File: config.mk
export PLATFORM = sky130hd
export DESIGN_NAME = imm_gen_pipe
export DESIGN_NICKNAME = d
export VERILOG_FILES = /design/src/rtl/imm_gen_pkg.sv /design/src/rtl/imm_gen_pipe_extract.sv /design/src/rtl/imm_gen_pipe.sv
export SDC_FILE = /design/constraint.sdc
export NUM_CORES = 1
export LEC_CHECK = 0
export ABC_AREA = 0
export BUFFER_PORTS_ARGS = -buffer_cell sky130_fd_sc_hd__buf_2
export CELL_PAD_IN_SITES_DETAIL_PLACEMENT = 1
export CELL_PAD_IN_SITES_GLOBAL_PLACEMENT = 2
export CORE_UTILIZATION = 30
export CTS_CLUSTER_SIZE = 8
export DETAILED_ROUTE_END_ITERATION = 6
export GPL_TIMING_DRIVEN = 0
export PLACE_DENSITY_LB_ADDON = 0.1
export SYNTH_ARGS = -nofsm -noshare
export SYNTH_HDL_FRONTEND = slang
export SYNTH_HIERARCHICAL = 1
export SYNTH_SLANG_ARGS = --single-unit
File: constraint.sdc
create_clock -name clk -period 1.5 [get_ports clk]
set_input_delay 0.15 -clock clk [delete_from_list [all_inputs] [get_ports clk]]
set_output_delay 0.15 -clock clk [all_outputs]
set_load 0.1 [all_outputs]
File: src/rtl/imm_gen_pkg.sv
// Shared types, RISC-V opcodes and helpers for the pipelined immediate generator.
// Optional CSR zimm support is enabled by defining IMM_GEN_ZIMM_EN.
package imm_gen_pkg;

    typedef enum logic [2:0] {
        IMM_I = 3'b000,
        IMM_S = 3'b001,
        IMM_B = 3'b010,
        IMM_J = 3'b011,
        IMM_U = 3'b100,
        IMM_Z = 3'b101
    } imm_sel_t;

    // Select code used internally for "no legal format" (11x are reserved).
    localparam logic [2:0] SEL_RESERVED = 3'b111;

    localparam logic [6:0] OP_LOAD   = 7'h03;
    localparam logic [6:0] OP_STORE  = 7'h23;
    localparam logic [6:0] OP_BRANCH = 7'h63;
    localparam logic [6:0] OP_JAL    = 7'h6F;
    localparam logic [6:0] OP_JALR   = 7'h67;
    localparam logic [6:0] OP_LUI    = 7'h37;
    localparam logic [6:0] OP_AUIPC  = 7'h17;
    localparam logic [6:0] OP_OPIMM  = 7'h13;
    localparam logic [6:0] OP_SYSTEM = 7'h73;

    // Sign-extend a 32-bit value to the widest supported XLEN; callers truncate.
    function automatic logic [63:0] sext(input logic [31:0] v);
        return {{32{v[31]}}, v};
    endfunction

endpackage

File: src/rtl/imm_gen_pipe_extract.sv
// Combinational immediate extraction: (instr, format select) -> (imm, illegal).
// The CSR zimm format is only legal when IMM_GEN_ZIMM_EN is defined.
module imm_extract
    import imm_gen_pkg::*;
#(
    parameter int unsigned XLEN = 32
) (
    input  logic [31:7]     instr_i,  // opcode bits never contribute to an immediate
    input  logic [2:0]      sel_i,
    output logic [XLEN-1:0] imm_o,
    output logic            illegal_o
);

    logic        s;
    logic [63:0] imm64;

    assign s = instr_i[31];

    // Build the format-specific immediate at 64 bits, then truncate to XLEN.
    always_comb begin
        imm64     = '0;
        illegal_o = 1'b0;
        case (sel_i)
            IMM_I: imm64 = sext({{20{s}}, instr_i[31:20]});
            IMM_S: imm64 = sext({{20{s}}, instr_i[31:25], instr_i[11:7]});
            IMM_B: imm64 = sext({{20{s}}, instr_i[7], instr_i[30:25], instr_i[11:8], 1'b0});
            IMM_J: imm64 = sext({{12{s}}, instr_i[19:12], instr_i[20], instr_i[30:21], 1'b0});
            IMM_U: imm64 = sext({instr_i[31:12], 12'h000});
`ifdef IMM_GEN_ZIMM_EN
            IMM_Z: imm64 = {59'd0, instr_i[19:15]};
`else
            IMM_Z: illegal_o = 1'b1;
`endif
            default: illegal_o = 1'b1;
        endcase
    end

    assign imm_o = imm64[XLEN-1:0];

endmodule

File: src/rtl/imm_gen_pipe.sv
// Pipelined RISC-V immediate generator with valid/ready handshake, a 2-entry
// OUT+SKID buffer, tag pass-through, flush and illegal-format flag.
// Defining IMM_GEN_ZIMM_EN enables the CSR zimm format (sel 101 / SYSTEM funct3[2]).
module imm_gen_pipe
    import imm_gen_pkg::*;
#(
    parameter int unsigned XLEN        = 32,
    parameter int unsigned TAG_W       = 5,
    parameter int unsigned AUTO_DECODE = 0
) (
    input  logic             clk,
    input  logic             rst_n,
    input  logic             flush,
    input  logic             in_valid,
    output logic             in_ready,
    input  logic [31:0]      instr,
    input  logic [2:0]       imm_sel,
    input  logic [TAG_W-1:0] in_tag,
    output logic             out_valid,
    input  logic             out_ready,
    output logic [XLEN-1:0]  imm,
    output logic [TAG_W-1:0] out_tag,
    output logic             illegal
);

    if (XLEN != 32 && XLEN != 64) begin : g_bad_xlen
        $error("imm_gen_pipe: XLEN must be 32 or 64");
    end

    logic [2:0]       sel_eff;
    logic [XLEN-1:0]  ext_imm;
    logic             ext_ill;

    logic             out_valid_q, out_valid_d;
    logic [XLEN-1:0]  out_imm_q, out_imm_d;
    logic [TAG_W-1:0] out_tag_q, out_tag_d;
    logic             out_ill_q, out_ill_d;
    logic             skid_valid_q, skid_valid_d;
    logic [XLEN-1:0]  skid_imm_q, skid_imm_d;
    logic [TAG_W-1:0] skid_tag_q, skid_tag_d;
    logic             skid_ill_q, skid_ill_d;

    logic accept;
    logic drain;

    // Pick the format: either the explicit select or an opcode decode.
    always_comb begin
        sel_eff = imm_sel;
        if (AUTO_DECODE != 0) begin
            case (instr[6:0])
                OP_OPIMM, OP_LOAD, OP_JALR: sel_eff = IMM_I;
`ifdef IMM_GEN_ZIMM_EN
                OP_SYSTEM:                  sel_eff = instr[14] ? IMM_Z : IMM_I;
`else
                OP_SYSTEM:                  sel_eff = IMM_I;
`endif
                OP_STORE:                   sel_eff = IMM_S;
                OP_BRANCH:                  sel_eff = IMM_B;
                OP_JAL:                     sel_eff = IMM_J;
                OP_LUI, OP_AUIPC:           sel_eff = IMM_U;
                default:                    sel_eff = SEL_RESERVED;
            endcase
        end
    end

    imm_extract #(
        .XLEN (XLEN)
    ) u_extract (
        .instr_i   (instr[31:7]),
        .sel_i     (sel_eff),
        .imm_o     (ext_imm),
        .illegal_o (ext_ill)
    );

    // in_ready depends only on registered state, so no path from out_ready.
    assign in_ready = !skid_valid_q;
    assign accept   = in_valid && in_ready && !flush;
    assign drain    = out_valid_q && out_ready;

    // Next-state for the OUT/SKID pair; FIFO order is OUT before SKID.
    always_comb begin
        out_valid_d  = out_valid_q;
        out_imm_d    = out_imm_q;
        out_tag_d    = out_tag_q;
        out_ill_d    = out_ill_q;
        skid_valid_d = skid_valid_q;
        skid_imm_d   = skid_imm_q;
        skid_tag_d   = skid_tag_q;
        skid_ill_d   = skid_ill_q;
        if (flush) begin
            out_valid_d  = 1'b0;
            skid_valid_d = 1'b0;
        end else if (!out_valid_q || drain) begin
            if (skid_valid_q) begin
                // accept is impossible here: in_ready was low.
                out_valid_d  = 1'b1;
                out_imm_d    = skid_imm_q;
                out_tag_d    = skid_tag_q;
                out_ill_d    = skid_ill_q;
                skid_valid_d = 1'b0;
            end else begin
                out_valid_d = accept;
                if (accept) begin
                    out_imm_d = ext_imm;
                    out_tag_d = in_tag;
                    out_ill_d = ext_ill;
                end
            end
        end else if (accept) begin
            skid_valid_d = 1'b1;
            skid_imm_d   = ext_imm;
            skid_tag_d   = in_tag;
            skid_ill_d   = ext_ill;
        end
    end

    // State registers; reset empties both entries immediately.
    always_ff @(posedge clk or negedge rst_n) begin
        if (!rst_n) begin
            out_valid_q  <= 1'b0;
            out_imm_q    <= '0;
            out_tag_q    <= '0;
            out_ill_q    <= 1'b0;
            skid_valid_q <= 1'b0;
            skid_imm_q   <= '0;
            skid_tag_q   <= '0;
            skid_ill_q   <= 1'b0;
        end else begin
            out_valid_q  <= out_valid_d;
            out_imm_q    <= out_imm_d;
            out_tag_q    <= out_tag_d;
            out_ill_q    <= out_ill_d;
            skid_valid_q <= skid_valid_d;
            skid_imm_q   <= skid_imm_d;
            skid_tag_q   <= skid_tag_d;
            skid_ill_q   <= skid_ill_d;
        end
    end

    assign out_valid = out_valid_q;
    assign imm       = out_imm_q;
    assign out_tag   = out_tag_q;
    assign illegal   = out_ill_q;

endmodule

# Yosys cells after proc, flatten, opt, wreduce, memory -nomap -nowiden
# Cells that the tools add are included.
[classes] eq_ne=4 mux=14 n_bitwise=2 n_reduce_logical=14
[op_table] cell="one-hot mux 32 bit (5 select lines)" n=1
[op_table] cell="two-way mux 32 bit" n=2
[op_table] cell="two-way mux 5 bit" n=2
[op_table] cell="two-way mux 1 bit" n=9
[op_table] cell="equality test 3 x 2 -> 1 bit, second input constant" n=2
[op_table] cell="AND reduction 3 bit" n=2
[op_table] cell="OR reduction 5 bit" n=1
[op_table] cell="nonzero test 2 bit" n=2
[op_table] cell="equality test 3 x 1 -> 1 bit, second input constant" n=1
[op_table] cell="equality test 3 bit, second input constant" n=1
[op_table] cell="logical AND 1 bit" n=3
[op_table] cell="logical NOT 1 bit" n=3
[op_table] cell="logical NOT 3 bit" n=1
[op_table] cell="nonzero test 3 bit" n=1
[op_table] cell="inverter 1 bit" n=2
[op_table] cell="logical OR 1 bit" n=1
[totals] ff_bits=78 input_bits=45 out_inout_bits=40 wordCells=42

# Longest topological paths before layout
[logic_depth] ltp_word=6 depth_mapped=7 mapped_depth_nobuf=5

# Cells and area by module
# Netlist, hierarchy kept.
[by_module_without_submodules] mod="imm_gen_pipe" instances=1 cells_per_inst=212 area_per_inst_um2=3455.8 seq_area_each_um2=1951.9
[by_module_without_submodules] mod="imm_extract" instances=1 cells_per_inst=72 area_per_inst_um2=446.7 seq_area_each_um2=0.0

# Worst setup path after synthesis
# OpenSTA, ideal clock, no wires.
[synth_timing] path_type="register to register" start="reg out_valid_q, in the netlist out_valid" end="reg skid_imm_q[11]" setup_ns=0.128 arrival_time_ns=1.985 required_time_ns=1.372 slack_ns=-0.612 path_stages_with_launch=6 path_buffers=2 synth_period_minus_slack_ns=2.112 path_cell_list="dfrtp_1 > nand2b_4 > nor4b_4 > buf_6 > buf_6 > mux2_1"
[synth_between] elab_chain_cells=4 word_cells_on_any_way=5 classes_between="bitwise: 1; reduce/logical: 4"
[synth_rtl] item="from (decl)" line_no="imm_gen_pipe.sv:34" text="logic out_valid_q, out_valid_d;"
[synth_rtl] item="from (signal assigned)" line_no="imm_gen_pipe.sv:129" text="out_valid_q <= out_valid_d;"
[synth_rtl] item="logical NOT 1 bit / logical AND 1 bit (equally long branches)" line_no="imm_gen_pipe.sv:93, imm_gen_pipe.sv:78"
[synth_rtl] item="logical OR 1 bit *" line_no="imm_gen_pipe.sv:93" text="end else if (!out_valid_q || drain) begin"
[synth_rtl] item="inverter 1 bit (no source line) *"
[synth_rtl] item="AND reduction 3 bit (no source line) *"
[synth_rtl] item="to (signal assigned)" line_no="imm_gen_pipe.sv:134" text="skid_imm_q <= skid_imm_d;"
[synth_rtl] item="to (decl)" line_no="imm_gen_pipe.sv:39" text="logic [XLEN-1:0] skid_imm_q, skid_imm_d;"
# Every way passes the cells marked *; elsewhere a longest branch is shown, timed or not.
# A chain may end at the register's enable or synchronous reset.

# Worst setup path in the final report
[layout_timing] start="reg out_valid_q, in the netlist out_valid" end="reg out_imm_q[6], in the netlist imm[6]"
[layout_between] elab_chain_cells=3 word_cells_on_any_way=4 classes_between="reduce/logical: 4"
[layout_rtl] item="logical NOT 1 bit / logical AND 1 bit (equally long branches)" line_no="imm_gen_pipe.sv:93, imm_gen_pipe.sv:78"
[layout_rtl] item="logical OR 1 bit *" line_no="imm_gen_pipe.sv:93"
[layout_rtl] item="AND reduction 3 bit (no source line) *"
[layout_rtl] item="to (signal assigned)" line_no="imm_gen_pipe.sv:130" text="out_imm_q <= out_imm_d;"
[layout_rtl] item="to (decl)" line_no="imm_gen_pipe.sv:35" text="logic [XLEN-1:0] out_imm_q, out_imm_d;"
# Marked as above.

==> metrics <==
Clock Sinks=78; Seq/Total Area, Yosys=0.500; most frequent CP cell=buf_12; Die ar.=13500 sq um; R2R depth=6; Core Box Area=12700 sq um; vias per cell=4.67; CTS tree=yes; Slew Limit Headroom=0.639; Synth Instances=284; layout cell share with drive strength beyond 1=0.627; num rows=41; initial antenna violation count=0; CP max stage cell=dfrtp_4; Netlist cell types=27; Sequential Power Share=0.346; LEAKAGE=2.66 nW; layout net count=434; WL final=10400 microns; Final WS setup=-0.0974 ns; Min Hold Slack=0.0537 ns; Max FO, Critical Path=5; Worst Hold Class=in -> reg; Synth area leader=dfrtp_1; Pwr Density=1450 nW/um^2; gpl congestion=0.704; Pint=4.96 mW; Synth top area share=0.500; synthesized net count=329; RSZ-0062 raised after global routing=true; met2 usage=0.249; hold path cells=2; clock buffer depth=2; clock latency on the worst-skew pair=0.34 ns; area growth from synthesis to layout=40.0%; WP data arrival=1.82 ns; Mapped Area=3900 sq um; startpoint types=flip-flop; final antenna-violating net count=0; Top Usage Layer GRT=met2; Pre-antenna DRT Iters=4; Max stage delay on crit path=0.50 ns; H-Tree Depth=3; M3 GR Usage=0.0303; met1 Track Usage GR=0.238; DR iter-0 viols=48; I/O pin cnt=85; Tcrit/Tclk final=1.06; WP data required=1.72 ns; GRT overflow=0; Clock Skew=0.00402 ns; DIE WIDTH=116 microns; final setup vio count=66; total CTS buffers=9; clock power share=0.302; DRC viols=0; Switch Pwr=2.96 mW; top post-synthesis cells by area=dfrtp_1, mux2_2, mux2_1; Max Freq=0.626 GHz; failing checks=setup timing; YS warnings=6; Yosys reg bits=78; max cap viols=0; clock input transition at the sequential cells of the worst setup and hold paths=0.06 ns; minimum clock period=1.60 ns; DR vias=2643; first-pass GRT wire length=16100 microns; CP endpoint kind=flip-flop; CP cell instances=nor2b_4 -> nor3_4 -> buf_6 -> buf_12 -> buf_12 -> mux2_4; dpl hpwl=6810 microns; largest net degree at the start of global routing=52; Logic pwr share=0.351; Hold Fails Final Rpt=0; status=finished with violations; DIE HEIGHT=116 microns; Avg WL per Cell=18.4 microns; GR Util All Layers=0.167; crit path kind=reg -> reg; sw frac=0.374; ant diodes=0; mean post-synth cell area=13.7 sq um; Worst-Margin Slew=0.541 ns; max-slew violation count=0; Port Buffers=76; vias in the first global route=2744; CTS root buffer=clkbuf_16; maximum vdd drop=0.623 mV; Starting Density=0.308; total power=7.91 mW
[power groups by stage]
stage          combinational [mW]  clock, mW  sequential, mW
6_report                     2.78       2.39            2.74
5_1_grt                      2.92       2.53            2.79
4_1_cts                      2.74       2.46            2.73
3_5_place_dp                 2.59          0            2.76
3_3_place_gp                 2.56          0            2.74
2_1_floorplan               0.788          0            4.06
[logic make-up (layout without fill, tap and decap cells)]
| kind of cell | count (synthesis) | in the layout | synth area share |
|---|---|---|---|
| and+or+nand+nor | 24 | 24 | 0.0423 |
| AOI/OAI and AO/OA | 38 | 38 | 0.0596 |
| DFF | 78 | 78 | 0.500 |
| buffers and inverters | 23 | 133 | 0.0407 |
| xor gates and xnor gates | 1 | 1 | 0.00417 |
| muxes | 120 | 120 | 0.353 |
[synth_stat cells]
library cell  count
mux2_1           31
nor3b_1           1
buf_4             2
clkbuf_1          4
nor4b_4           1
and2_1            1
inv_1             1
nor3_2            1
o21a_1            1
mux2_4            9
buf_1             2
a21oi_1          17
o22ai_1           8
buf_6             6
nor2b_1          11
nand2b_4          1
nor3_1            2
xor2_2            1
a211oi_1          1
nor2_2            1
buf_8             1
mux2_2           74
buf_2             7
mux2i_1           6
a21o_1           11
dfrtp_1          78
nor2_1            5
[critical path, delay by kind of cell (launching register included)]
| kind | cells | cell delay [ns] |
|---|---|---|
| flops | 1 | 0.50 |
| buf+inv | 3 | 0.39 |
| mux | 1 | 0.30 |
| simple gates | 2 | 0.29 |
[final timing paths]
path                                from             end  slack, ns
max in group asynchronous          rst_n  skid_imm_q[29]       0.60
hold reg to reg            skid_tag_q[3]   skid_tag_q[3]       0.50
min in group asynchronous          rst_n         imm[15]       0.30
setup / recovery               out_valid          imm[6]       -0.1
setup reg to reg               out_valid          imm[6]       -0.1
hold / removal                 in_tag[0]   skid_tag_q[0]       0.05
[placed cells by master, fill, tap and decap left out, drive strengths merged]
master / count
mux2: 114
buf: 110
dfrtp: 78
a21oi: 17
clkbuf: 16
a21o: 11
nor2b: 11
o22ai: 8
mux2i: 6
nor2: 6
nor3: 3
bufinv: 2
inv: 2
nand2b: 1
nor4b: 1
clkinvlp: 1
clkinv: 1
dlygate4sd3: 1
xor2: 1
a211oi: 1
and2: 1
nor3b: 1
o21a: 1
[stage by stage]
step | setup slack [ns] | instance area [sq um] | setup TNS (ns) | cells | utilization
after floorplan | -0.231 | 4050 | -13.29 | 284 | -
after global placement | -0.706 | 4640 | -44.30 | 532 | 0.367
after detailed placement | -0.247 | 4670 | -12.17 | 533 | 0.369
after CTS | -0.134 | 5360 | -5.96 | 563 | 0.423
after global routing | -0.166 | 5470 | -8.19 | 566 | 0.431
final | -0.0974 | 5470 | -4.00 | 566 | 0.431
[metal layers]
metal	part of all wire	vias up	routed length, microns
li1	-	1233	-
met1	0.50	1357	5200
met2	0.46	41	4780
met3	0.026	12	269
met4	0.017	0	181
met5	0	-	0
[repair_timing]
item	CTS	global route
pin swaps	2	1
gates resized for setup	41	23
endpoints found under the setup margin	77	77
hold buffers	1	0
setup buffers	10	4
cloned	3	1
hold endpoints to repair	27	0
[final cells by class]
cell class | count | area [sq um]
Sequential cell | 78 | 1960
Buffer | 21 | 205
Fill cell | 1341 | 7210
Tap cell | 172 | 215
Multi-Input combinational cell | 183 | 2050
Clock inverter | 5 | 81.3
Inverter | 1 | 3.75
Clock buffer | 11 | 243
Timing Repair Buffer | 95 | 711
[state kept, by name, summed over array words and instances, names as in the netlist]
name          cells
imm              32
skid_imm_q       32
out_tag           5
skid_tag_q        5
illegal           1
out_valid         1
skid_ill_q        1
skid_valid_q      1
Note: power is estimated with default switching activity, not from simulation.
